`src/rtl/stack_pointer_unit_pkg.sv`:
```
// Shared definitions for the stack pointer unit: control-bus bit indices, SP
// reset value, SP I/O addresses and the memory-port FSM encoding.
package stack_pointer_unit_pkg;

  localparam int DATA_WIDTH = 8;
  localparam int ADDR_WIDTH = 16;

  // Control-bus bit indices from the signal generation stage.
  // CONTROL_STACK_ACCESS marks a MEM-stage access whose address comes from SP.
  localparam int CONTROL_MEM_READ      = 0;
  localparam int CONTROL_MEM_WRITE     = 1;
  localparam int CONTROL_STACK_PREINC  = 2;
  localparam int CONTROL_STACK_POSTDEC = 3;
  localparam int CONTROL_STACK_ACCESS  = 4;
  localparam int SIGNAL_COUNT          = 5;

  localparam logic [ADDR_WIDTH-1:0] STACK_INIT  = 16'h00DF;
  localparam logic [5:0]            IO_SPL_ADDR = 6'h3D;
  localparam logic [5:0]            IO_SPH_ADDR = 6'h3E;

  typedef enum logic [1:0] {
    SPU_IDLE = 2'd0,
    SPU_REQ  = 2'd1,
    SPU_DONE = 2'd2
  } spu_state_e;

endpackage

```
`src/rtl/stack_pointer_unit_if.sv`:
```
// Data-memory port of the stack pointer unit.
// mem_req is valid, mem_ready is ready; a transfer completes in a cycle where both
// are high. While mem_req is high and mem_ready low, every mem_* output is held stable.
interface stack_pointer_unit_if;
  import stack_pointer_unit_pkg::*;

  logic                  mem_req;
  logic                  mem_we;
  logic [ADDR_WIDTH-1:0] mem_addr;
  logic [DATA_WIDTH-1:0] mem_wdata;
  logic                  mem_ready;
  logic [DATA_WIDTH-1:0] mem_rdata;

  modport master (
    output mem_req, mem_we, mem_addr, mem_wdata,
    input  mem_ready, mem_rdata
  );

  modport slave (
    input  mem_req, mem_we, mem_addr, mem_wdata,
    output mem_ready, mem_rdata
  );

endinterface

```
`src/rtl/stack_pointer_unit_sp_register.sv`:
```
// Stack pointer flop with byte-wise I/O load and modulo inc/dec.
// Priority: reset > matching I/O write > PREINC/POSTDEC (both together cancel).
module sp_register
  import stack_pointer_unit_pkg::*;
(
  input  logic                  clk,
  input  logic                  reset,
  input  logic                  preinc_i,
  input  logic                  postdec_i,
  input  logic                  io_we_i,
  input  logic [5:0]            io_addr_i,
  input  logic [DATA_WIDTH-1:0] io_wdata_i,
  output logic [ADDR_WIDTH-1:0] sp_d_o,
  output logic [ADDR_WIDTH-1:0] sp_o
);

  logic [ADDR_WIDTH-1:0] sp_q;
  logic [ADDR_WIDTH-1:0] sp_d;

  always_comb begin
    sp_d = sp_q;
    if (io_we_i && io_addr_i == IO_SPL_ADDR) begin
      sp_d[7:0] = io_wdata_i;
    end else if (io_we_i && io_addr_i == IO_SPH_ADDR) begin
      sp_d[15:8] = io_wdata_i;
    end else if (preinc_i && !postdec_i) begin
      sp_d = sp_q + ADDR_WIDTH'(1);
    end else if (postdec_i && !preinc_i) begin
      sp_d = sp_q - ADDR_WIDTH'(1);
    end
  end

  always_ff @(posedge clk) begin
    if (reset) begin
      sp_q <= STACK_INIT;
    end else begin
      sp_q <= sp_d;
    end
  end

  assign sp_d_o = sp_d;
  assign sp_o   = sp_q;

endmodule

```
`src/rtl/stack_pointer_unit.sv`:
```
// Consumer of the control bus: owns SP and the data-memory port, and stalls the
// pipeline while a memory request is outstanding.
module stack_pointer_unit
  import stack_pointer_unit_pkg::*;
(
  input  logic                    clk,
  input  logic                    reset,
  input  logic [SIGNAL_COUNT-1:0] signals,
  input  logic [ADDR_WIDTH-1:0]   mem_addr_in,
  input  logic [DATA_WIDTH-1:0]   wdata_in,
  input  logic                    io_we,
  input  logic [5:0]              io_addr,
  input  logic [DATA_WIDTH-1:0]   io_wdata,
  stack_pointer_unit_if.master    mem,
  output logic [DATA_WIDTH-1:0]   rdata_out,
  output logic [ADDR_WIDTH-1:0]   sp,
  output logic                    stall,
  output spu_state_e              dbg_state_o
);

  spu_state_e            state_q;
  logic                  req_q;
  logic                  we_q;
  logic [ADDR_WIDTH-1:0] addr_q;
  logic [DATA_WIDTH-1:0] wdata_q;
  logic [DATA_WIDTH-1:0] rdata_q;
  logic                  stall_q;

  logic                  mem_rd;
  logic                  mem_wr;
  logic                  mem_strobe;
  logic [ADDR_WIDTH-1:0] sp_next;
  logic [ADDR_WIDTH-1:0] req_addr_d;

  assign mem_rd     = signals[CONTROL_MEM_READ];
  assign mem_wr     = signals[CONTROL_MEM_WRITE];
  assign mem_strobe = mem_rd | mem_wr;

  sp_register u_sp_register (
    .clk        (clk),
    .reset      (reset),
    .preinc_i   (signals[CONTROL_STACK_PREINC]),
    .postdec_i  (signals[CONTROL_STACK_POSTDEC]),
    .io_we_i    (io_we),
    .io_addr_i  (io_addr),
    .io_wdata_i (io_wdata),
    .sp_d_o     (sp_next),
    .sp_o       (sp)
  );

  // A push writes at the old SP; a pop reads at the incremented SP, which is
  // sp_next if the PREINC lands in this same cycle and sp otherwise.
  always_comb begin
    req_addr_d = mem_addr_in;
    if (signals[CONTROL_STACK_ACCESS]) begin
      req_addr_d = mem_wr ? sp : sp_next;
    end
  end

  always_ff @(posedge clk) begin
    if (reset) begin
      state_q <= SPU_IDLE;
      req_q   <= 1'b0;
      we_q    <= 1'b0;
      addr_q  <= '0;
      wdata_q <= '0;
      rdata_q <= '0;
      stall_q <= 1'b0;
    end else begin
      case (state_q)
        SPU_IDLE: begin
          if (mem_strobe) begin
            req_q   <= 1'b1;
            stall_q <= 1'b1;
            we_q    <= mem_wr;
            addr_q  <= req_addr_d;
            wdata_q <= wdata_in;
            state_q <= SPU_REQ;
          end
        end
        SPU_REQ: begin
          if (mem.mem_ready) begin
            if (!we_q) begin
              rdata_q <= mem.mem_rdata;
            end
            req_q   <= 1'b0;
            stall_q <= 1'b0;
            state_q <= SPU_DONE;
          end
        end
        SPU_DONE: begin
          state_q <= SPU_IDLE;
        end
        default: begin
          state_q <= SPU_IDLE;
        end
      endcase
    end
  end

  // The stage must already freeze in the cycle the strobe is accepted.
  assign stall = stall_q | (state_q == SPU_IDLE && mem_strobe && !reset);

  assign mem.mem_req   = req_q;
  assign mem.mem_we    = we_q;
  assign mem.mem_addr  = addr_q;
  assign mem.mem_wdata = wdata_q;
  assign rdata_out     = rdata_q;
  assign dbg_state_o   = state_q;

endmodule

```
`src/flat_wrapper.sv`:
```
// flat-port wrapper written by rule: the top's interface ports become plain ports
module stack_pointer_unit_flat import stack_pointer_unit_pkg::*;
  (clk, reset, signals, mem_addr_in, wdata_in, io_we, io_addr, io_wdata, rdata_out, sp, stall, dbg_state_o, mem_mem_req, mem_mem_we, mem_mem_addr, mem_mem_wdata, mem_mem_ready, mem_mem_rdata);
  stack_pointer_unit_if mem_i ();
  input  logic clk;
  input  logic reset;
  input  logic [SIGNAL_COUNT-1:0] signals;
  input  logic [ADDR_WIDTH-1:0] mem_addr_in;
  input  logic [DATA_WIDTH-1:0] wdata_in;
  input  logic io_we;
  input  logic [5:0] io_addr;
  input  logic [DATA_WIDTH-1:0] io_wdata;
  output logic [DATA_WIDTH-1:0] rdata_out;
  output logic [ADDR_WIDTH-1:0] sp;
  output logic stall;
  output spu_state_e dbg_state_o;
  output wire logic [$bits(mem_i.mem_req)-1:0] mem_mem_req;
  output wire logic [$bits(mem_i.mem_we)-1:0] mem_mem_we;
  output wire logic [$bits(mem_i.mem_addr)-1:0] mem_mem_addr;
  output wire logic [$bits(mem_i.mem_wdata)-1:0] mem_mem_wdata;
  input wire logic [$bits(mem_i.mem_ready)-1:0] mem_mem_ready;
  input wire logic [$bits(mem_i.mem_rdata)-1:0] mem_mem_rdata;
  assign mem_mem_req = mem_i.mem_req;
  assign mem_mem_we = mem_i.mem_we;
  assign mem_mem_addr = mem_i.mem_addr;
  assign mem_mem_wdata = mem_i.mem_wdata;
  assign mem_i.mem_ready = mem_mem_ready;
  assign mem_i.mem_rdata = mem_mem_rdata;
  stack_pointer_unit u_core (.clk(clk), .reset(reset), .signals(signals), .mem_addr_in(mem_addr_in), .wdata_in(wdata_in), .io_we(io_we), .io_addr(io_addr), .io_wdata(io_wdata), .mem(mem_i), .rdata_out(rdata_out), .sp(sp), .stall(stall), .dbg_state_o(dbg_state_o));
endmodule
```
`config.mk`:
```
export PLATFORM = sky130hd
export DESIGN_NAME = stack_pointer_unit_flat
export DESIGN_NICKNAME = d
export VERILOG_FILES = /design/src/rtl/stack_pointer_unit_pkg.sv /design/src/rtl/stack_pointer_unit_if.sv /design/src/rtl/stack_pointer_unit_sp_register.sv /design/src/rtl/stack_pointer_unit.sv /design/src/flat_wrapper.sv
export SDC_FILE = /design/constraint.sdc
export NUM_CORES = 1
export LEC_CHECK = 0
export BUFFER_PORTS_ARGS = -buffer_cell sky130_fd_sc_hd__buf_4
export CAP_MARGIN = 40
export CORE_MARGIN = 2
export CORE_UTILIZATION = 55
export DETAILED_ROUTE_END_ITERATION = 7
export GPL_TIMING_DRIVEN = 1
export PLACE_DENSITY = 0.85
export SYNTH_ARGS = -nofsm -noshare
export SYNTH_HDL_FRONTEND = slang
export SYNTH_SLANG_ARGS = --single-unit
```
`constraint.sdc`:
```
create_clock -name clk -period 5.7 [get_ports clk]
set_input_delay 1.14 -clock clk [delete_from_list [all_inputs] [get_ports clk]]
set_output_delay 1.14 -clock clk [all_outputs]
set_load 0.05 [all_outputs]
```
==> impl_metrics.yaml, run 1 <==
run_status:
  status: "completed"
clock_network:
  cts_max_level: 2
  cts_tree: "done"
  cts_hold_buf: 0
  cts.clk_slew.worst_paths_ns: 0.11
  cts_buffers: 5
  cts_buffer_depth: 2
  clockRootBuffer: "clkbuf_8"
  cts.repair.resized: 0
  clock_sinks: 52
  postCtsSetupRepairBufs: 0
  worstSkewPairLatency_ns: 0.32
sta:
  rsz0062_at_grt: "false"
  finalHoldViolCount: 0
  period_minus_slack_ns: 3.13
  finalClockSkew_ns: 0.00767
  relSlewSlack_pct: 44.8
  fin_crit_sh_pct: 55.0
  fmax_mhz: 319
  setup_viol: 0
  drv_slew: 0
  fin_ws_ns: 2.57
  whs_ns: 0.463
  setup_tns_ns: 0
  worst_pin_slew_ns: 0.826
synth:
  syn_nets: 491
  async_flop_share_pct: 0
  ys_types: 71
  yosys-top-cells-count: "dfxtp_1, nand2_1, nor2_1"
  ys.flop_type: "dfxtp_1"
  synth.top_cell.area_share_pct: 31.2
  synth.largest_area_cell: "dfxtp_1"
  synth-edff-count: 0
  syn_area_per_cell_um2: 7.69
  ys_top_cells_by_area: "dfxtp_1, nand2_1, nor2_1"
  yosysMostFrequentCell: "dfxtp_1"
  synth_sequential_area_ratio_pct: 31.2
  ys_warn_count: 0
  synth_area_um2: 3340
  yosys_register_bits: 52
  synthCells: 434
critical_path:
  start_kind: "input port"
  critPathBufInv: 2
  ff2ff_path_depth: 6
  cp-end-kind: "output pin"
  crit_fanout: 57
  slowest_delay_ns: 0.46
  regToRegSetupSlack_ns: 3.36
  r2r_end: "u_core.mem.mem_addr[14]$_SDFFE_PP0P_"
  crit_chain: "buf_4 > o21bai_1 > buf_4"
  regToRegStartpoint: "u_core.u_sp_register.sp_o[2]$_SDFF_PP1_"
  crit_cells: 3
  crit_slowest_cell: "buf_4"
  critPathArrivalTime_ns: 1.99
  crit_type: "in2out"
  crit_family: "buffers and inverters"
  cp_common_cell: "buf_4"
  crit_required_ns: 4.56
floorplan:
  ioPinCount: 108
  rows: 28
  die_w_um: 81.9
  fp.dieArea_um2: 6710
  core-area_um2: 5890
  die_h_um: 81.9
  start_util_pct: 56.7
grt:
  grt_max_degree: 58
  grt.total_usage_pct: 29.2
  grt_pass1_wl_um: 15300
  grt_pass1_vias: 3246
  gr-total-overflow: 0
  antenna_found_initial: 0
worst_hold_path:
  holdPathEnd: "u_core.mem.mem_wdata[2]$_SDFFE_PP0P_"
  min_from: "u_core.mem.mem_wdata[2]$_SDFFE_PP0P_"
  holdCritPathClass: "reg2reg"
  hold_depth: 2
layout:
  diodes: 0
  areaGrowthSynthToFinish_pct: 24.6
  final_nets: 568
  nFillCells: 493
  drive_gt1_share_pct: 27.9
  seq_area_um2: 1040
  final_area_um2: 4160
  multi_input_area_um2: 2090
route:
  drt-vias-per-instance: 6.07
  drtAntennaViolNets: 0
  wire_per_inst_um: 16.6
  first_pass_iters: 5
  drt-total-wl_um: 9770
  num_vias: 3566
  drc: 0
  drt_iter0_markers: 313
pwr:
  p_leak_uw: 0.00167
  ir_worst_vdd_uv: 169
  p_per_area_nw_per_um2: 234
place:
  dp_hpwl_um: 7120
  placed_area_um2: 4060
  pre_cts_ws_ns: 2.57
  port_buffers: 107
  routabilityCongestion: 0.915
flow_run:
  maxCapViolCount: 0
-- cell usage in the layout, fill, tap and decap left out, drive strengths merged, types with 5 or more instances in the layout --
master  instances
a211oi          5
a21oi          33
a311oi          6
a41oi           5
and2            6
and3            5
buf           110
clkbuf          5
dfxtp          52
inv             5
mux2            5
mux2i          12
nand2          52
nand2b         11
nand3          13
nand3b          7
nand4           7
nor2           51
nor3           20
nor4            7
o21ai          22
o22ai           5
or2             5
-- how the worst max path moves through the flow --
stage | startpoint | to | slack [ns]
floorplan | signals[1] | stall | 2.05
detailed placement | reset | stall | 2.57
finish | reset | stall | 2.57
global placement | reset | stall | 2.58
global route | reset | stall | 2.48
CTS | reset | stall | 2.57
-- layout make-up --
| class | count | area share, % |
|---|---|---|
| Timing Repair Buffer | 110 | 19.9 |
| Inverter | 4 | 0.361 |
| Clock buffer | 5 | 1.66 |
| Clock inverter | 3 | 0.632 |
| Multi-Input combinational cell | 338 | 50.2 |
| Tap cell | 75 | 2.26 |
| Sequential cell | 52 | 25.0 |
-- power breakdown --
part           switching [µW]  internal [µW]
Combinational             210            114
Clock                     141           89.7
Sequential               27.7            392
-- cell families after synthesis --
family	synth area share, %
simple gates	33.0
compound gates	21.9
flops	31.2
buf+inv	6.26
mux	5.40
xor+xnor	1.57
fa+ha+maj	0.750
-- metal layers --
| metal | vias up | global-route usage, % | part of all wire [%] |
|---|---|---|---|
| li1 | 1724 | - | - |
| met3 | 24 | 5.71 | 6.9 |
| met1 | 1656 | 36.2 | 42 |
| met2 | 162 | 49.4 | 49 |
| met5 | - | 0 | 0 |
| met4 | 0 | 11.8 | 2.8 |
-- registers in the layout, indices dropped and copies added, names as in the netlist --
signal / count
u_core.mem.mem_addr: 16
u_core.u_sp_register.sp_o: 16
u_core.mem.mem_wdata: 8
u_core.rdata_out: 8
u_core.dbg_state_o: 2
u_core.mem.mem_we: 1
u_core.stall_q: 1
-- through the flow --
step	instances	utilization, %	power, µW
CTS	587	70.6	976
global placement	579	69.0	746
global route	587	70.6	1020
floorplan	434	-	645
detailed placement	579	69.0	750
finish	587	70.6	974
-- tightest hold or removal path, cell delays in order (launching register included) --
cell     delay, ns
dfxtp_1       0.33
nand2_1       0.05
a21oi_1       0.05
Power figures use the tool's default switching activity.
==> run 2, diff against run 1 <==
- CORE_UTILIZATION: 55 -> 46
- PLACE_DENSITY: 0.85 -> 0.75
- clock period: 5.7 -> 2.8 ns (I/O delays scaled with it)
==> impl_metrics.yaml, run 2 (synthesis results as in run 1) <==
clock_network:
  postCtsSetupRepairBufs: 0
  cts.repair.resized: 0
  cts_max_level: 2
  cts_hold_buf: 0
  cts_buffers: 5
  cts_tree: "done"
  worstSkewPairLatency_ns: 0.32
  cts_buffer_depth: 2
  cts.clk_slew.worst_paths_ns: 0.10
  clock_sinks: 52
  clockRootBuffer: "clkbuf_8"
route:
  wire_per_inst_um: 16.3
  drtAntennaViolNets: 0
  drt-total-wl_um: 10000
  first_pass_iters: 5
  num_vias: 3524
  drt-vias-per-instance: 5.72
  drt_iter0_markers: 286
  drc: 0
critical_path:
  cp-end-kind: "flip-flop"
  critPathArrivalTime_ns: 2.54
  crit_required_ns: 3.00
  regToRegStartpoint: "u_core.u_sp_register.sp_o[2]$_SDFF_PP1_"
  crit_fanout: 10
  critPathCapture: "u_core.mem.mem_addr[14]$_SDFFE_PP0P_"
  regToRegSetupSlack_ns: 0.46
  crit_type: "reg2reg"
  r2r_end: "u_core.mem.mem_addr[14]$_SDFFE_PP0P_"
  ff2ff_path_depth: 6
  start_kind: "flip-flop"
  critical_path.startpoint: "u_core.u_sp_register.sp_o[2]$_SDFF_PP1_"
grt:
  grt.total_usage_pct: 25.0
  antenna_found_initial: 0
  gr-total-overflow: 0
  grt_pass1_wl_um: 15500
  grt_pass1_vias: 3231
  grt_max_degree: 36
sta:
  period_minus_slack_ns: 2.34
  rsz0062_at_grt: "false"
  finalHoldViolCount: 0
  fin_ws_ns: 0.457
  fmax_mhz: 427
  setup_tns_ns: 0
  relSlewSlack_pct: 46.6
  fin_crit_sh_pct: 83.7
  worst_pin_slew_ns: 0.798
  finalClockSkew_ns: 0.00564
  drv_slew: 0
  setup_viol: 0
pwr:
  p_leak_uw: 0.00170
  p_per_area_nw_per_um2: 467
  ir_worst_vdd_uv: 315
place:
  dp_hpwl_um: 7610
  routabilityCongestion: 0.983
  port_buffers: 107
  pre_cts_ws_ns: 0.316
  placed_area_um2: 4130
  place_inst: 608
floorplan:
  start_util_pct: 46.8
  core-area_um2: 7140
  rows: 31
  ioPinCount: 108
  fp.dieArea_um2: 7950
  die_h_um: 89.2
  die_w_um: 89.2
layout:
  drive_gt1_share_pct: 28.6
  areaGrowthSynthToFinish_pct: 26.5
  final_cell_mix: "buf_4, dfxtp_1, nor2_1, nand2_1, a21oi_1"
  nFillCells: 692
  diodes: 0
  final_nets: 573
  fin_cells: 616
  final_area_um2: 4220
  mostFrequentLayoutCell: "buf_4"
worst_hold_path:
  hold_depth: 2
  holdCritPathClass: "reg2reg"
run_status:
  status: "completed"
flow_run:
  maxCapViolCount: 0
## run 2: cell count changes in the layout (fill, tap and decap cells not counted)
cell,previous run,this run
buf_4,110,115
clkinv_2,0,1
clkinvlp_4,2,1
inv_6,0,1
inv_8,1,0
## run 2: where the power goes
group	leakage, µW	internal [µW]	total (µW)	switching, µW
combinational	0.00123	235	670	434
sequential	0.000427	797	849	52.0
clock	0.0000445	178	450	272
total	0.00170	1210	1970	759
## run 2: routing by layer
layer / up-vias / global-route usage (%) / part of all wire, %
li1: 1734 / - / -
met1: 1627 / 30.8 / 42
met2: 147 / 43.5 / 50
met3: 16 / 4.89 / 6.8
met4: 0 / 8.82 / 1.6
met5: - / 0 / 0
## run 2: through the flow
step	utilization, %	hold WS, ns	total power, µW
after floorplan	-	0.675	1310
after global placement	57.9	0.444	1530
after global routing	59.1	0.470	2060
after CTS	59.1	0.464	1980
after detailed placement	57.9	0.449	1540
final	59.1	0.460	1970
## run 2: worst max-delay path: stages, from the launching register on
cell and delay [ns]:
dfxtp_1 0.55, and4b_1 0.46, nand4_4 0.17, a22oi_1 0.35, mux2_2 0.39, a211oi_1 0.24, nor4_1 0.07
## run 2: final cells by class
cell class	instances	area (µm²)	share of cell area [%]
clock buffers	5	68.8	1.63
clock inverters	3	21.3	0.504
inverters	4	15.0	0.356
multi-input cells	338	2090	49.5
flip-flops and latches	52	1040	24.7
well taps	99	124	2.94
repair buffers	115	863	20.5
## run 2: how the worst min path moves through the flow
stage          slack [ns]                                 start                                   end
2_1_floorplan        0.68  u_core.mem.mem_wdata[0]$_SDFFE_PP0P_  u_core.mem.mem_wdata[0]$_SDFFE_PP0P_
3_3_place_gp         0.44  u_core.mem.mem_wdata[3]$_SDFFE_PP0P_  u_core.mem.mem_wdata[3]$_SDFFE_PP0P_
3_5_place_dp         0.45  u_core.mem.mem_wdata[4]$_SDFFE_PP0P_  u_core.mem.mem_wdata[4]$_SDFFE_PP0P_
4_1_cts              0.46  u_core.mem.mem_wdata[4]$_SDFFE_PP0P_  u_core.mem.mem_wdata[4]$_SDFFE_PP0P_
5_1_grt              0.47                           wdata_in[2]  u_core.mem.mem_wdata[2]$_SDFFE_PP0P_
6_report             0.46  u_core.mem.mem_wdata[4]$_SDFFE_PP0P_  u_core.mem.mem_wdata[4]$_SDFFE_PP0P_
